==> config.mk <==
export PLATFORM = sky130hd
export DESIGN_NAME = decode_rom_loader_flat
export DESIGN_NICKNAME = d
export VERILOG_FILES = /design/src/rtl/decode_rom_loader_if.sv /design/src/rtl/decode_rom_loader.sv /design/src/flat_wrapper.sv
export SDC_FILE = /design/constraint.sdc
export NUM_CORES = 1
export LEC_CHECK = 0
export CAP_MARGIN = 20
export CORE_ASPECT_RATIO = 0.6
export CORE_MARGIN = 10
export CORE_UTILIZATION = 46
export DETAILED_ROUTE_END_ITERATION = 10
export PLACE_DENSITY = 0.85
export SLEW_MARGIN = 10
export SYNTH_ARGS = -nofsm -noshare
export SYNTH_HDL_FRONTEND = slang
export SYNTH_SLANG_ARGS = --single-unit
==> constraint.sdc <==
create_clock -name clk -period 5 [get_ports clk]
set_clock_uncertainty 0.05 [all_clocks]
set_input_delay 1 -clock clk [delete_from_list [all_inputs] [get_ports clk]]
set_output_delay 1 -clock clk [all_outputs]
set_load 0.1 [all_outputs]
==> src/rtl/decode_rom_loader_if.sv <==
// Handshake and ROM-port bundle between the host byte source, the loader and the decode ROM.
interface decode_rom_loader_if;
  logic        start;
  logic [9:0]  base_addr;
  logic [10:0] word_count;
  logic [7:0]  in_data;
  logic        in_valid;
  logic        in_ready;
  logic [9:0]  rom_addr;
  logic [43:0] rom_data;
  logic        rom_we;
  logic [43:0] rom_q;
  logic        busy;
  logic        done;
  logic [1:0]  err_code;
  logic [9:0]  err_addr;

  // Environment side: host byte source, control logic and ROM read data.
  modport master (
    output start, base_addr, word_count, in_data, in_valid, rom_q,
    input  in_ready, rom_addr, rom_data, rom_we, busy, done, err_code, err_addr
  );

  // Loader side.
  modport slave (
    input  start, base_addr, word_count, in_data, in_valid, rom_q,
    output in_ready, rom_addr, rom_data, rom_we, busy, done, err_code, err_addr
  );
endinterface

==> src/rtl/decode_rom_loader.sv <==
// Decode ROM loader: assembles 44-bit words from a byte stream, writes each
// into the ROM, reads it back and verifies it. Reports done and first error.
module decode_rom_loader #(
  parameter int BYTES_PER_WORD = 6
) (
  input logic clk,
  input logic rst,
  decode_rom_loader_if.slave bus
);

  typedef enum logic [2:0] {IDLE, COLLECT, WRITE, READ, CHECK, DONE} state_t;

  localparam logic [2:0] LAST_BYTE = 3'(BYTES_PER_WORD - 1);

  state_t      state;
  logic [9:0]  addr;
  logic [10:0] remaining;
  logic [2:0]  byte_cnt;
  logic [43:0] word;

  // Session FSM; every output is registered and set on the edge entering its state.
  always_ff @(posedge clk or posedge rst) begin
    if (rst) begin
      state        <= IDLE;
      addr         <= '0;
      remaining    <= '0;
      byte_cnt     <= '0;
      word         <= '0;
      bus.in_ready <= 1'b0;
      bus.rom_addr <= '0;
      bus.rom_data <= '0;
      bus.rom_we   <= 1'b0;
      bus.busy     <= 1'b0;
      bus.done     <= 1'b0;
      bus.err_code <= '0;
      bus.err_addr <= '0;
    end else begin
      bus.done   <= 1'b0;
      bus.rom_we <= 1'b0;
      case (state)
        IDLE: begin
          if (bus.start) begin
            addr         <= bus.base_addr;
            remaining    <= (bus.word_count > 11'd1024) ? 11'd1024 : bus.word_count;
            byte_cnt     <= '0;
            bus.err_code <= '0;
            bus.err_addr <= '0;
            if (bus.word_count == 11'd0) begin
              state    <= DONE;
              bus.done <= 1'b1;
            end else begin
              state        <= COLLECT;
              bus.in_ready <= 1'b1;
              bus.busy     <= 1'b1;
            end
          end
        end
        COLLECT: begin
          if (bus.in_valid && bus.in_ready) begin
            if (byte_cnt == LAST_BYTE) begin
              bus.in_ready <= 1'b0;
              if (bus.in_data[7:4] != 4'h0) begin
                // Only the low nibble of the top byte is meaningful; anything else is a framing fault.
                bus.err_code <= 2'd1;
                bus.err_addr <= addr;
                bus.busy     <= 1'b0;
                bus.done     <= 1'b1;
                state        <= DONE;
              end else begin
                // The final nibble bypasses the word register so the write can start next cycle.
                word[43:40]  <= bus.in_data[3:0];
                bus.rom_data <= {bus.in_data[3:0], word[39:0]};
                bus.rom_addr <= addr;
                bus.rom_we   <= 1'b1;
                state        <= WRITE;
              end
            end else begin
              word[{byte_cnt, 3'b000} +: 8] <= bus.in_data;
              byte_cnt <= byte_cnt + 3'd1;
            end
          end
        end
        WRITE: begin
          // Keep the address up for one more cycle so the ROM registers the read.
          bus.rom_addr <= addr;
          state        <= READ;
        end
        READ: begin
          state <= CHECK;
        end
        CHECK: begin
          if (bus.rom_q != word) begin
            bus.err_code <= 2'd2;
            bus.err_addr <= addr;
            bus.busy     <= 1'b0;
            bus.done     <= 1'b1;
            state        <= DONE;
          end else begin
            remaining <= remaining - 11'd1;
            addr      <= addr + 10'd1;
            byte_cnt  <= '0;
            if (remaining == 11'd1) begin
              bus.busy <= 1'b0;
              bus.done <= 1'b1;
              state    <= DONE;
            end else begin
              bus.in_ready <= 1'b1;
              state        <= COLLECT;
            end
          end
        end
        DONE: begin
          state <= IDLE;
        end
        default: begin
          state        <= IDLE;
          bus.in_ready <= 1'b0;
          bus.busy     <= 1'b0;
        end
      endcase
    end
  end

endmodule

==> src/flat_wrapper.sv <==
// flat-port wrapper written by rule: the top's interface ports become plain ports
module decode_rom_loader_flat 
#(
  parameter int BYTES_PER_WORD = 6
)
  (clk, rst, bus_start, bus_base_addr, bus_word_count, bus_in_data, bus_in_valid, bus_rom_q, bus_in_ready, bus_rom_addr, bus_rom_data, bus_rom_we, bus_busy, bus_done, bus_err_code, bus_err_addr);
  decode_rom_loader_if bus_i ();
  input logic clk;
  input logic rst;
  input wire logic [$bits(bus_i.start)-1:0] bus_start;
  input wire logic [$bits(bus_i.base_addr)-1:0] bus_base_addr;
  input wire logic [$bits(bus_i.word_count)-1:0] bus_word_count;
  input wire logic [$bits(bus_i.in_data)-1:0] bus_in_data;
  input wire logic [$bits(bus_i.in_valid)-1:0] bus_in_valid;
  input wire logic [$bits(bus_i.rom_q)-1:0] bus_rom_q;
  output wire logic [$bits(bus_i.in_ready)-1:0] bus_in_ready;
  output wire logic [$bits(bus_i.rom_addr)-1:0] bus_rom_addr;
  output wire logic [$bits(bus_i.rom_data)-1:0] bus_rom_data;
  output wire logic [$bits(bus_i.rom_we)-1:0] bus_rom_we;
  output wire logic [$bits(bus_i.busy)-1:0] bus_busy;
  output wire logic [$bits(bus_i.done)-1:0] bus_done;
  output wire logic [$bits(bus_i.err_code)-1:0] bus_err_code;
  output wire logic [$bits(bus_i.err_addr)-1:0] bus_err_addr;
  assign bus_i.start = bus_start;
  assign bus_i.base_addr = bus_base_addr;
  assign bus_i.word_count = bus_word_count;
  assign bus_i.in_data = bus_in_data;
  assign bus_i.in_valid = bus_in_valid;
  assign bus_i.rom_q = bus_rom_q;
  assign bus_in_ready = bus_i.in_ready;
  assign bus_rom_addr = bus_i.rom_addr;
  assign bus_rom_data = bus_i.rom_data;
  assign bus_rom_we = bus_i.rom_we;
  assign bus_busy = bus_i.busy;
  assign bus_done = bus_i.done;
  assign bus_err_code = bus_i.err_code;
  assign bus_err_addr = bus_i.err_addr;
  decode_rom_loader #(.BYTES_PER_WORD(BYTES_PER_WORD)) u_core (.clk(clk), .rst(rst), .bus(bus_i));
endmodule
* Word-level counts from Yosys, hierarchy flattened
Cells that the tools add are included.
** Word-level totals
- Flip-flop bits (word level) :: 141
- Bits in latches :: 0
- RAM bits :: 0
- ROM bits :: 0
- Input bits :: 77
- Output and inout port bits :: 70
- Logic and storage cells :: 126
- Memories :: 0
** Cells by class
- Add/subtract/negate cells :: 4
- $mul :: 0
- Divide/modulo/power cells :: 0
- Magnitude comparators :: 1
- Equal/unequal tests :: 20
- Shift-type cells :: 2
- Muxes and demuxes :: 64
- Bitwise logic cells :: 3
- Reduce and logical (&&, ||, !) cells :: 18
** Operator list (count)
- 10-bit two-way mux :: 10
- 44-bit bitwise mux :: 1
- 44-bit != test :: 1
- 8-bit by 8-bit variable shift with 44-bit output, first input constant :: 1
- 8-bit by 8-bit variable part select with 44-bit output :: 1
- 10-bit case mux with 2 select lines :: 2
- 11-bit two-way mux :: 3
- 3-bit two-way mux :: 11
- 10-bit case mux with 3 select lines :: 1
- 1-bit two-way mux :: 22
- 11-bit case mux with 2 select lines :: 1
- 3-bit case mux with 5 select lines :: 1
- 2-bit != test, second input constant :: 7
- 7-bit AND reduction :: 2
- 3-bit AND reduction :: 4
- 11-bit by 1-bit == test with 1-bit output, second input constant :: 1
- 11-bit greater-than comparator, second input constant :: 1
- 11-bit logical NOT :: 1
- 11-bit by 1-bit subtractor with 11-bit output, second input constant :: 1
- 10-bit by 1-bit adder with 10-bit output, second input constant :: 1
- 2-bit two-way mux :: 5
- 3-bit == test, second input constant :: 3
- 3-bit case mux with 3 select lines :: 1
- 4-bit two-way mux :: 2
- 19 further kinds :: 28

* Logic depth before layout (Yosys ltp)
Gate-level depths: netlist (run 1).
- Depth after elaboration :: 5
- Depth in mapped cells :: 9
- Depth with buffers taken out :: 8

* Worst setup path after synthesis (run 1)
Ideal clock, no wire load.
- Path type :: input-to-reg
- Start point :: input bus_in_data[4]
- End point :: register u_core.bus.rom_addr[0]
- Setup time :: 125 ps
- Data arrival time :: 2355 ps
- Data required time :: 4825 ps
- Slack :: 2469 ps
- Stages :: 6
- Path buffers :: 1
- Cells stage by stage :: or4_4 nor2_1 a21oi_1 nor2_1 buf_4 mux2_2
** On the way
- Longest elaborated chain between the ends :: 3
** RTL lines
- from (decl) :: RTL line flat_wrapper.sv:13 : input wire logic [$bits(bus_i.in_data)-1:0] bus_in_data;
- 4-bit nonzero test :: RTL line decode_rom_loader.sv:62 : if (bus.in_data[7:4] != 4'h0) begin
- 2-bit != test (no source line)
- 4-bit AND reduction (no source line)
- to (signal assigned) :: RTL line decode_rom_loader.sv:73 : bus.rom_addr <= addr;
- to (signal assigned) :: RTL line decode_rom_loader.sv:85 : bus.rom_addr <= addr;
- to (decl) :: RTL line decode_rom_loader_if.sv:27 : output in_ready, rom_addr, rom_data, rom_we, busy, done, err_code, err_addr
No other way between the ends.
A chain may end at the register's enable or synchronous reset.

* Worst setup path in the final report (run 1)
- Start point :: input bus_rom_q[31]
- End point :: register u_core.addr[1]
** On the way
- Longest elaborated chain between the ends :: 3
** RTL lines
- from (decl) :: RTL line flat_wrapper.sv:15 : input wire logic [$bits(bus_i.rom_q)-1:0] bus_rom_q;
- 44-bit != test :: RTL line decode_rom_loader.sv:92 : if (bus.rom_q != word) begin
- 2-bit != test (no source line)
- 3-bit AND reduction (no source line)
- to (signal assigned) :: RTL line decode_rom_loader.sv:43 : addr <= bus.base_addr;
- to (signal assigned) :: RTL line decode_rom_loader.sv:100 : addr <= addr + 10'd1;
- to (decl) :: RTL line decode_rom_loader.sv:16 : logic [9:0] addr;
No other way between the ends.

==> results.tsv, run 1 <==
stage	metric	value	unit
run_status	status	finished, final reports clean	
detailed_routing	num_vias	5762	
yosys	syn_nets	766	
final_layout	drive_gt1_frac	0.124	
yosys	ys_top_cells_by_area	dfrtp_1, nand2_1, mux2_2	
grt	grt_use_total	0.204	
grt	grt_max_degree	112	
place	dp_hpwl	15.1	mm
yosys	ys_dominant_reg_cell	dfrtp_1	
worst_setup_path	worst_ep_required_time	5.30	ns
detailed_routing	drc	0	
floorplan	core	14500	um2
worst_setup_path	cp_max_fo	14	
final_layout	antenna_cells	0	
pwr	internal-power	0.00274	W
yosys	synth_top_area_frac	0.515	
worst_setup_path	cp-endpoint	u_core.addr[1]	
pwr	combPwrFrac	0.341	
pwr	seq_power_share	0.382	
cts	cts_resized	0	
floorplan	die_w	178	um
worst_setup_path	worstSetupPathType	in2reg	
worst_setup_path	cp-end-kind	register	
hold_path	hold_path_class	reg2reg	
floorplan	rows	34	
cts	cts-root-buf	clkbuf_16	
timing	setup_viol	0	
cts	insertion_delay	0.42	ns
pwr	cellPowerDensity	501	nW/um2
timing	worst_pin_slew	1.08	ns
pwr	power.switching	0.00178	W
place	place_congestion	0.871	
flow_run	drv_cap	0	
timing	period_minus_slack	3.47	ns
worst_setup_path	worstReg2RegEnd	u_core.addr[1]	
yosys	ys_warn_count	0	
grt	grt_pass1_vias	5726	
worst_setup_path	crit_chain	clkdlybuf4s50_1, xnor2_1, nand4_1, nor3_4, nand3_1, buf_4, o21ai_2, o221a_2	
timing	fin_crit_sh	0.693	
worst_setup_path	cp_slowest_stage_delay	0.62	ns
yosys	synthCells	682	
grt	gr-total-overflow	0	
yosys	ys_async_sr_fraction	1.00	
yosys	synth_largest_area_cell	dfrtp_1	
grt	antenna_found_initial	1	
timing	drv_slew	0	
cts	clkSinkCount	141	
pwr	ir_drop	434	uV
yosys	synth-edff-count	0	
worst_setup_path	start_kind	input port	
yosys	synth_common_cells	nand2_1, dfrtp_1, mux2_2, xnor2_1, o21ai_0	
detailed_routing	wl_per_cell	20.0	um
yosys	synth_area_per_cell	10.1	um2
floorplan	initial_core_util	0.471	
final_layout	area_growth_syn_to_layout	31.9	%
timing	fmax	289	MHz
floorplan	die_h	115	um
pwr	power.leakage	4.09	nW
floorplan	die_area	20300	um2
worst_setup_path	regToRegSetupSlack	2.14	ns
cts	numCtsBuffers	17	
yosys	ys_types	63	
cts	cts_setup_buffers	0	
detailed_routing	route.antenna.remaining_nets	0	
place	io_buffers	146	
detailed_routing	drtIter0Drc	711	
cts	cts_buffer_depth	2	
pwr	clockPowerShare	0.277	
detailed_routing	vias_per_cell	5.58	
cts	h-tree-depth	4	
worst_setup_path	crit_start	bus_rom_q[31]	
cts	cts_tree	done	
worst_setup_path	worst_path_max_delay_cell	o21ai_2	
timing	final_hold_viol_count	0	
yosys	synth_area	6860	um2
timing	rsz0062_at_grt	no	
grt	grt_pass1_wl	32.7	mm
yosys	ys_ff_latch	141	
pwr	p_sw_frac	0.394	
timing	relSlewSlack	0.276	
final_layout	finalNetCount	906	
detailed_routing	firstDrtPassIters	6	
yosys	synth_most_common_cell	nand2_1	
worst_setup_path	r2r-start	u_core.word[31]	
yosys	ys_seq_area_frac	0.515	
worst_setup_path	r2r_cells	7	
worst_setup_path	worstPathArrival	3.77	ns
detailed_routing	route.final.wire_length	20.7	mm
floorplan	ioPinCount	147	
cts	path_clk_slew	0.06	ns
cts	hold_buffers	0	
final_layout	final_util	0.622	
timing	fin_setup_tns	0	ns
final cells by class:
| type | count | area [um2] |
|---|---|---|
| Sequential cell | 141 | 3530 |
| Clock inverter | 14 | 158 |
| Clock buffer | 17 | 425 |
| Fill cell | 1206 | 5500 |
| Tap cell | 198 | 248 |
| Multi-Input combinational cell | 495 | 3110 |
| Inverter | 12 | 50.0 |
| Timing Repair Buffer | 155 | 1530 |
sequential cells by signal (all words and copies together), names as in the netlist, 2 cells and up:
name	count
u_core.bus.rom_addr	10
u_core.addr	10
u_core.bus.err_code	2
u_core.word	44
u_core.state	3
u_core.bus.err_addr	10
u_core.remaining	11
u_core.byte_cnt	3
u_core.bus.rom_data	44
how the worst min path moves through the flow:
stage	start	endpoint	slack (ns)	depth (start not counted)
after global routing	u_core.bus.rom_data[17]	u_core.bus.rom_data[17]	0.45	2
final	u_core.bus.rom_data[19]	u_core.bus.rom_data[19]	0.42	2
after global placement	u_core.bus.rom_data[18]	u_core.bus.rom_data[18]	0.41	2
after detailed placement	u_core.bus.rom_data[4]	u_core.bus.rom_data[4]	0.41	2
after CTS	u_core.bus.rom_data[19]	u_core.bus.rom_data[19]	0.43	2
after floorplan	u_core.word[0]	u_core.bus.rom_data[0]	0.43	2
layer usage:
| layer | up-vias | part of all wire | GRT usage |
|---|---|---|---|
| met1 | 2808 | 0.45 | 0.291 |
| met3 | 20 | 0.13 | 0.0899 |
| met4 | 2 | 0.0086 | 0.0426 |
| li1 | 2664 | - | - |
| met2 | 268 | 0.42 | 0.279 |
| met5 | - | 0.00044 | 0 |
critical path, delay by kind of cell:
family,cells,cell delay (ns)
AOI/OAI and AO/OA,2,0.96
and+or+nand+nor,3,0.82
buffers and inverters,2,0.65
xor gates and xnor gates,1,0.33
power groups by stage:
stage / clock network [W] / registers, W / logic, W
global route: 0.00132 / 0.00177 / 0.00167
floorplan: 0 / 0.00198 / 0.000835
detailed placement: 0 / 0.00174 / 0.00153
global placement: 0 / 0.00172 / 0.00149
CTS: 0.00127 / 0.00172 / 0.00154
finish: 0.00125 / 0.00173 / 0.00155
metrics by stage:
stage               hold WS, ns  setup slack, ns  instance area (um2)  cells  power (W)
finish                    0.425             1.53                 9040   1032    0.00453
global route              0.446             1.40                 9040   1032    0.00477
CTS                       0.428             1.61                 9040   1032    0.00453
detailed placement        0.412             1.19                 8460   1001    0.00327
global placement          0.410             1.23                 8460   1001    0.00322
floorplan                 0.425            0.169                 6860    682    0.00281
cells by family (layout without fill, tap and decap cells):
kind of cell,after synthesis,in the layout,synth area share
and+or+nand+nor,290,290,0.199
xor gates and xnor gates,44,44,0.0562
muxes,49,49,0.0801
AOI/OAI and AO/OA,105,105,0.105
buffers and inverters,46,198,0.0321
adders and majority gates,7,7,0.0128
DFF,141,141,0.515
placed cells by master (no fill, tap or decap), types with 4 or more instances in the layout:
cell type	instances
o32a_1	4
o21ai_0	34
nand2_1	177
dfrtp_1	141
nor3_1	12
nor4_1	6
mux2_2	45
clkdlybuf4s50_1	146
o221a_2	5
o22ai_1	4
ha_1	7
nor2b_1	4
nand3_1	16
xnor2_1	44
o31ai_1	7
inv_6	7
and3_1	7
buf_4	9
and4_1	4
inv_1	10
nand4_1	19
clkbuf_16	17
a21oi_1	15
nor2_1	20
(Power assumes the default switching activity.)
==> inputs of run 2 (changes only) <==
--- a/config.mk
+++ b/config.mk
@@ -8,9 +8,9 @@
 export CAP_MARGIN = 20
 export CORE_ASPECT_RATIO = 0.6
 export CORE_MARGIN = 10
-export CORE_UTILIZATION = 46
+export CORE_UTILIZATION = 50
 export DETAILED_ROUTE_END_ITERATION = 10
-export PLACE_DENSITY = 0.85
+export PLACE_DENSITY = 0.88
 export SLEW_MARGIN = 10
 export SYNTH_ARGS = -nofsm -noshare
 export SYNTH_HDL_FRONTEND = slang
==> constraint.sdc (replaced) <==
create_clock -name clk -period 3.6 [get_ports clk]
set_clock_uncertainty 0.05 [all_clocks]
set_input_delay 0.72 -clock clk [delete_from_list [all_inputs] [get_ports clk]]
set_output_delay 0.72 -clock clk [all_outputs]
set_load 0.1 [all_outputs]
==> run 2 against run 1 <==
Effect of this change: die area shrank 6.9%; sequential cell count did not move; sequential share of layout area increased by 0.28 points; wire length rose by 1.7%; clock power is 38% higher; hold slack about the same.
==> results.tsv, run 2 (same netlist as run 1, synthesis figures left out) <==
stage	metric	value	unit	change
worst_setup_path	crit_chain	clkdlybuf4s50_1, xnor2_1, nand4_1, nor3_4, and4_1, buf_12, o22ai_1, a22oi_2		was clkdlybuf4s50_1, xnor2_1, nand4_1, nor3_4, nand3_1, buf_4, o21ai_2, o221a_2
timing	fmax	342	MHz	
flow_run	drv_cap	0		unchanged
floorplan	die_h	111	um	was 115 um
final_layout	finalNetCount	911		was 906
worst_setup_path	worstReg2RegEnd	u_core.addr[6]		was u_core.addr[1]
timing	setup_viol	0		unchanged
place	placed_cell_area	8410	um2	was 8460 um2
place	place_congestion	0.904		was 0.871
cts	hold_buffers	0		unchanged
floorplan	core	13500	um2	was 14500 um2
worst_setup_path	worstSetupPathType	in2reg		unchanged
cts	numCtsBuffers	17		unchanged
grt	grt_max_degree	45		was 112
floorplan	ioPinCount	147		unchanged
timing	fin_setup_tns	0	ns	unchanged
floorplan	die_area	18900	um2	was 20300 um2
final_layout	final_common_cell	nand2_1		unchanged
hold_path	hp-start	u_core.bus.rom_data[32]		was u_core.bus.rom_data[19]
cts	h-tree-depth	4		unchanged
grt	gr-total-overflow	0		unchanged
cts	cts_tree	done		unchanged
worst_setup_path	r2r_cells	7		unchanged
cts	path_clk_slew	0.06	ns	about the same
final_layout	drive_gt1_frac	0.172		was 0.124
detailed_routing	drc	0		unchanged
final_layout	mostFrequentLayoutCells	nand2_1, dfrtp_1, clkdlybuf4s50_1, buf_4, mux2_2		was nand2_1, clkdlybuf4s50_1, dfrtp_1, mux2_2, xnor2_1
timing	worst_pin_slew	0.983	ns	was 1.08 ns
cts	cts_buffer_depth	2		unchanged
hold_path	hold_path_class	reg2reg		unchanged
place	io_buffers	146		unchanged
worst_setup_path	regToRegSetupSlack	0.98	ns	was 2.14 ns
timing	fin_crit_sh	0.813		
cts	insertion_delay	0.42	ns	about the same
final_layout	area_growth_syn_to_layout	31.0	%	was 31.9%
worst_setup_path	crit_family	simple AND/OR/NAND/NOR gates		was compound AO/OA/AOI/OAI gates
cts	cts-root-buf	clkbuf_16		unchanged
detailed_routing	num_vias	5924		was 5762
worst_setup_path	worstPathArrival	3.22	ns	was 3.77 ns
cts	cts_setup_buffers	0		unchanged
place	dp_hpwl	15.6	mm	was 15.1 mm
detailed_routing	firstDrtPassIters	5		was 6
timing	drv_slew	0		unchanged
final_layout	largestRegisters	u_core.bus.rom_data: 44 flops, u_core.word: 44 flops, u_core.remaining: 11 flops		unchanged
grt	grt_pass1_vias	5875		was 5726
floorplan	die_w	171	um	was 178 um
worst_setup_path	r2r-start	u_core.word[3]		was u_core.word[31]
final_layout	fillers	1029		was 1206
cts	cts_resized	0		unchanged
grt	grt_use_total	0.220		was 0.204
floorplan	initial_core_util	0.506		was 0.471
detailed_routing	wl_per_cell	20.7	um	was 20.0 um
worst_setup_path	path_buf_inv	2		unchanged
timing	rsz0062_at_grt	no		unchanged
worst_setup_path	start_kind	input port		unchanged
timing	relSlewSlack	0.336		was 0.276
detailed_routing	vias_per_cell	5.84		was 5.58
detailed_routing	route.antenna.remaining_nets	0		unchanged
final_layout	stdcell_area	8980	um2	was 9040 um2
pwr	cellPowerDensity	704	nW/um2	was 501 nW/um2
pwr	power.leakage	4.19	nW	was 4.09 nW
hold_path	whs_path_depth	2		unchanged
detailed_routing	drtIter0Drc	709		was 711
hold_path	min_to	u_core.bus.rom_data[32]		was u_core.bus.rom_data[19]
grt	antenna_found_initial	0		was 1
final_layout	antenna_cells	0		unchanged
worst_setup_path	worst_path_max_delay_cell	and4_1		was o21ai_2
detailed_routing	route.final.wire_length	21.0	mm	was 20.7 mm
worst_setup_path	cp_slowest_stage_delay	0.48	ns	was 0.62 ns
timing	period_minus_slack	2.93	ns	
cts	clkSinkCount	141		unchanged
run_status	status	finished, final reports clean		unchanged
floorplan	rows	33		was 34
timing	final_hold_viol_count	0		unchanged
grt	grt_pass1_wl	33.0	mm	was 32.7 mm
worst_setup_path	cp_max_fo	28		was 14
worst_setup_path	worst_ep_required_time	3.89	ns	was 5.30 ns
pwr	ir_drop	457	uV	was 434 uV
worst_setup_path	cp-end-kind	register		unchanged
run 2: cell count changes in the layout (fill, tap and decap cells not counted):
cell             delta
buf_12              +3
buf_4              +40
clkbuf_1            +2
clkdlybuf4s50_1    -38
clkinv_2            +1
clkinv_4            -1
clkinvlp_4          +1
inv_6               -3
run 2: area by class of cell:
class	instances	area, um2	area share
flip-flops and latches	141	3530	0.393
multi-input cells	495	3110	0.346
repair buffers	160	1510	0.168
clock buffers	19	433	0.0482
well taps	175	219	0.0244
clock inverters	12	136	0.0152
inverters	12	48.8	0.00543
run 2: metal layers:
| layer | vias to the layer above | global-route usage | wire [um] |
|---|---|---|---|
| met3 | 22 | 0.0836 | 2410 |
| met1 | 2905 | 0.316 | 9450 |
| li1 | 2682 | - | - |
| met2 | 315 | 0.306 | 8960 |
| met4 | 0 | 0.0433 | 193 |
| met5 | - | 0 | 0 |
run 2: how the worst max path moves through the flow:
stage / from / to / slack [ns] / depth (start not counted)
6_report: bus_rom_q[3] / u_core.addr[6] / 0.67 / 8
5_1_grt: bus_in_data[4] / u_core.bus.err_code[1] / 0.51 / 7
4_1_cts: bus_rom_q[3] / u_core.addr[6] / 0.78 / 8
3_5_place_dp: bus_rom_q[3] / u_core.addr[6] / 0.35 / 8
3_3_place_gp: bus_rom_q[3] / u_core.addr[6] / 0.37 / 8
2_1_floorplan: rst / u_core.addr[0] / 1.07 / 1
run 2: power breakdown:
part	switching [W]	internal [W]
Combinational	0.00135	0.000821
Sequential	0.000461	0.00195
Clock	0.000710	0.00102
run 2: worst register-to-register path, stage by stage (launching register included):
cell and delay (ns):
dfrtp_1 0.41, xnor2_1 0.43, nand4_1 0.26, nor3_4 0.37
and4_1 0.49, buf_12 0.22, o22ai_1 0.12, a22oi_2 0.20
run 2: per-stage QoR:
| stage | utilization | hold WS (ns) | cells | power, W | setup WS, ns |
|---|---|---|---|---|---|
| after floorplan | - | 0.425 | 682 | 0.00391 | 1.07 |
| after global placement | 0.621 | 0.408 | 983 | 0.00448 | 0.367 |
| after detailed placement | 0.621 | 0.414 | 983 | 0.00456 | 0.349 |
| after CTS | 0.663 | 0.432 | 1014 | 0.00630 | 0.779 |
| after global routing | 0.663 | 0.448 | 1014 | 0.00661 | 0.507 |
| final | 0.663 | 0.425 | 1014 | 0.00632 | 0.673 |
==> inputs of run 3 (changes only) <==
==> constraint.sdc (replaced) <==
create_clock -name clk -period 2.85 [get_ports clk]
set_clock_uncertainty 0.05 [all_clocks]
set_input_delay 0.57 -clock clk [delete_from_list [all_inputs] [get_ports clk]]
set_output_delay 0.57 -clock clk [all_outputs]
set_load 0.1 [all_outputs]
==> run 3 against run 2 <==
Effect of this change: non-clock buffer count grew 14; largest power group unchanged; via count rose by 0.73%; register-to-register slack lost 0.69 ns; sequential share of layout area shrank 0.40 points; power increased by 29%; sequential power rose by 26%; wire length barely moved; utilization up 0.67 points; critical path depth decreased by 2.
==> results.tsv, run 3 (same netlist as run 1, synthesis figures left out) <==
stage	metric	value	unit	change
detailed_routing	wl_per_cell	20.4	um	was 20.7 um
detailed_routing	num_vias	5967		was 5924
timing	fin_crit_sh	0.899		
cts	cts_tree	done		unchanged
cts	cts_buffer_depth	2		unchanged
grt	antenna_found_initial	0		unchanged
worst_setup_path	worstPathArrival	2.82	ns	was 3.22 ns
timing	relSlewSlack	0.570		was 0.336
worst_setup_path	cp-end-kind	register		unchanged
final_layout	drive_gt1_frac	0.225		was 0.172
grt	grt_pass1_wl	33.4	mm	was 33.0 mm
worst_setup_path	cp_max_fo	8		was 28
worst_setup_path	start_kind	register		was input port
place	dp_hpwl	15.3	mm	was 15.6 mm
place	io_buffers	146		unchanged
final_layout	mostFrequentLayoutCells	nand2_1, dfrtp_1, buf_4, clkdlybuf4s50_1, mux2_2		was nand2_1, dfrtp_1, clkdlybuf4s50_1, buf_4, mux2_2
grt	grt_use_total	0.222		was 0.220
final_layout	area_growth_syn_to_layout	32.3	%	was 31.0%
cts	cts-root-buf	clkbuf_16		unchanged
floorplan	rows	33		unchanged
floorplan	ioPinCount	147		unchanged
grt	gr-total-overflow	0		unchanged
final_layout	final_common_cell	nand2_1		unchanged
cts	path_clk_slew	0.06	ns	about the same
grt	grt_max_degree	71		was 45
floorplan	die_h	111	um	unchanged
detailed_routing	vias_per_cell	5.79		was 5.84
grt	grt_pass1_vias	6084		was 5875
pwr	power.leakage	4.34	nW	was 4.19 nW
worst_setup_path	worst_ep_required_time	3.10	ns	was 3.89 ns
detailed_routing	route.final.wire_length	21.0	mm	about the same
cts	h-tree-depth	4		unchanged
detailed_routing	drc	0		unchanged
floorplan	core	13500	um2	unchanged
cts	hold_buffers	0		unchanged
final_layout	finalNetCount	925		was 911
hold_path	hold_path_class	reg2reg		unchanged
worst_setup_path	worstSetupPathType	reg2reg		was in2reg
place	place_ws	-0.0286	ns	was 0.349 ns
timing	setup_ws	0.288	ns	was 0.673 ns
timing	worst_pin_slew	0.644	ns	was 0.983 ns
pwr	total_power	0.00813	W	was 0.00632 W
timing	setup_viol	0		unchanged
pwr	ir_drop	507	uV	was 457 uV
cts	cts_setup_buffers	0		unchanged
timing	fmax	390	MHz	
run_status	status	finished, final reports clean		unchanged
final_layout	largestRegisters	u_core.bus.rom_data: 44 flops, u_core.word: 44 flops, u_core.remaining: 11 flops		unchanged
detailed_routing	firstDrtPassIters	5		unchanged
detailed_routing	route.antenna.remaining_nets	0		unchanged
timing	final_hold_viol_count	0		unchanged
timing	drv_slew	0		unchanged
flow_run	drv_cap	0		unchanged
place	place_congestion	0.893		was 0.904
cts	numCtsBuffers	17		unchanged
floorplan	die_area	18900	um2	unchanged
pwr	cellPowerDensity	896	nW/um2	was 704 nW/um2
floorplan	die_w	171	um	unchanged
cts	clkSinkCount	141		unchanged
cts	cts_resized	0		unchanged
timing	period_minus_slack	2.56	ns	
detailed_routing	drtIter0Drc	631		was 709
floorplan	initial_core_util	0.506		unchanged
cts	insertion_delay	0.42	ns	about the same
timing	rsz0062_at_grt	no		unchanged
[run 3: through the flow]
stage / cells / util / setup TNS [ns] / area (um2) / hold WS (ns)
finish: 1030 / 0.670 / 0 / 9070 / 0.424
floorplan: 682 / - / 0 / 6860 / 0.425
global route: 1029 / 0.670 / 0 / 9070 / 0.443
global placement: 997 / 0.625 / 0 / 8460 / 0.409
CTS: 1029 / 0.670 / 0 / 9070 / 0.428
detailed placement: 997 / 0.625 / -0.161 / 8460 / 0.414
[run 3: layout make-up]
class / instances / area [um2]
Antenna cell: 1 / 2.50
Clock buffer: 19 / 443
Clock inverter: 13 / 165
Fill cell: 1018 / 4470
Inverter: 12 / 48.8
Multi-Input combinational cell: 495 / 3110
Sequential cell: 141 / 3530
Tap cell: 175 / 219
Timing Repair Buffer: 174 / 1560
[run 3: path summary, 6_finish.rpt]
| path | slack, ns | from | cells after the start | end |
|---|---|---|---|---|
| setup / recovery | 0.29 | u_core.byte_cnt[0] | 6 | u_core.word[5] |
| hold / removal | 0.42 | u_core.bus.rom_data[42] | 2 | u_core.bus.rom_data[42] |
| setup reg to reg | 0.29 | u_core.byte_cnt[0] | 6 | u_core.word[5] |
| hold reg to reg | 0.42 | u_core.bus.rom_data[42] | 2 | u_core.bus.rom_data[42] |
| max in group asynchronous | 1.67 | rst | 3 | u_core.bus.rom_data[5] |
| min in group asynchronous | 0.43 | rst | 2 | u_core.bus.err_addr[2] |
[run 3: where the power goes]
group          internal, W  switching [W]  total, W
clock              0.00140       0.000883   0.00229
sequential         0.00247       0.000573   0.00304
combinational      0.00108        0.00172   0.00280
total              0.00495        0.00318   0.00813
[run 3: layer usage]
metal  vias to the layer above  wire [um]  share of wire  GRT usage
met1                      2874       9180           0.44      0.314
met2                       341       8960           0.43      0.314
li1                       2718          -              -          -
met4                         0        329          0.016     0.0675
met5                         -          0              0          0
met3                        34       2530           0.12     0.0747
[run 3: critical path: stages, from the launching register on]
cell,delay (ns)
dfrtp_1,0.48
inv_1,0.10
ha_1,0.21
ha_1,0.38
nor4b_1,0.36
and3_1,0.47
mux2_2,0.39
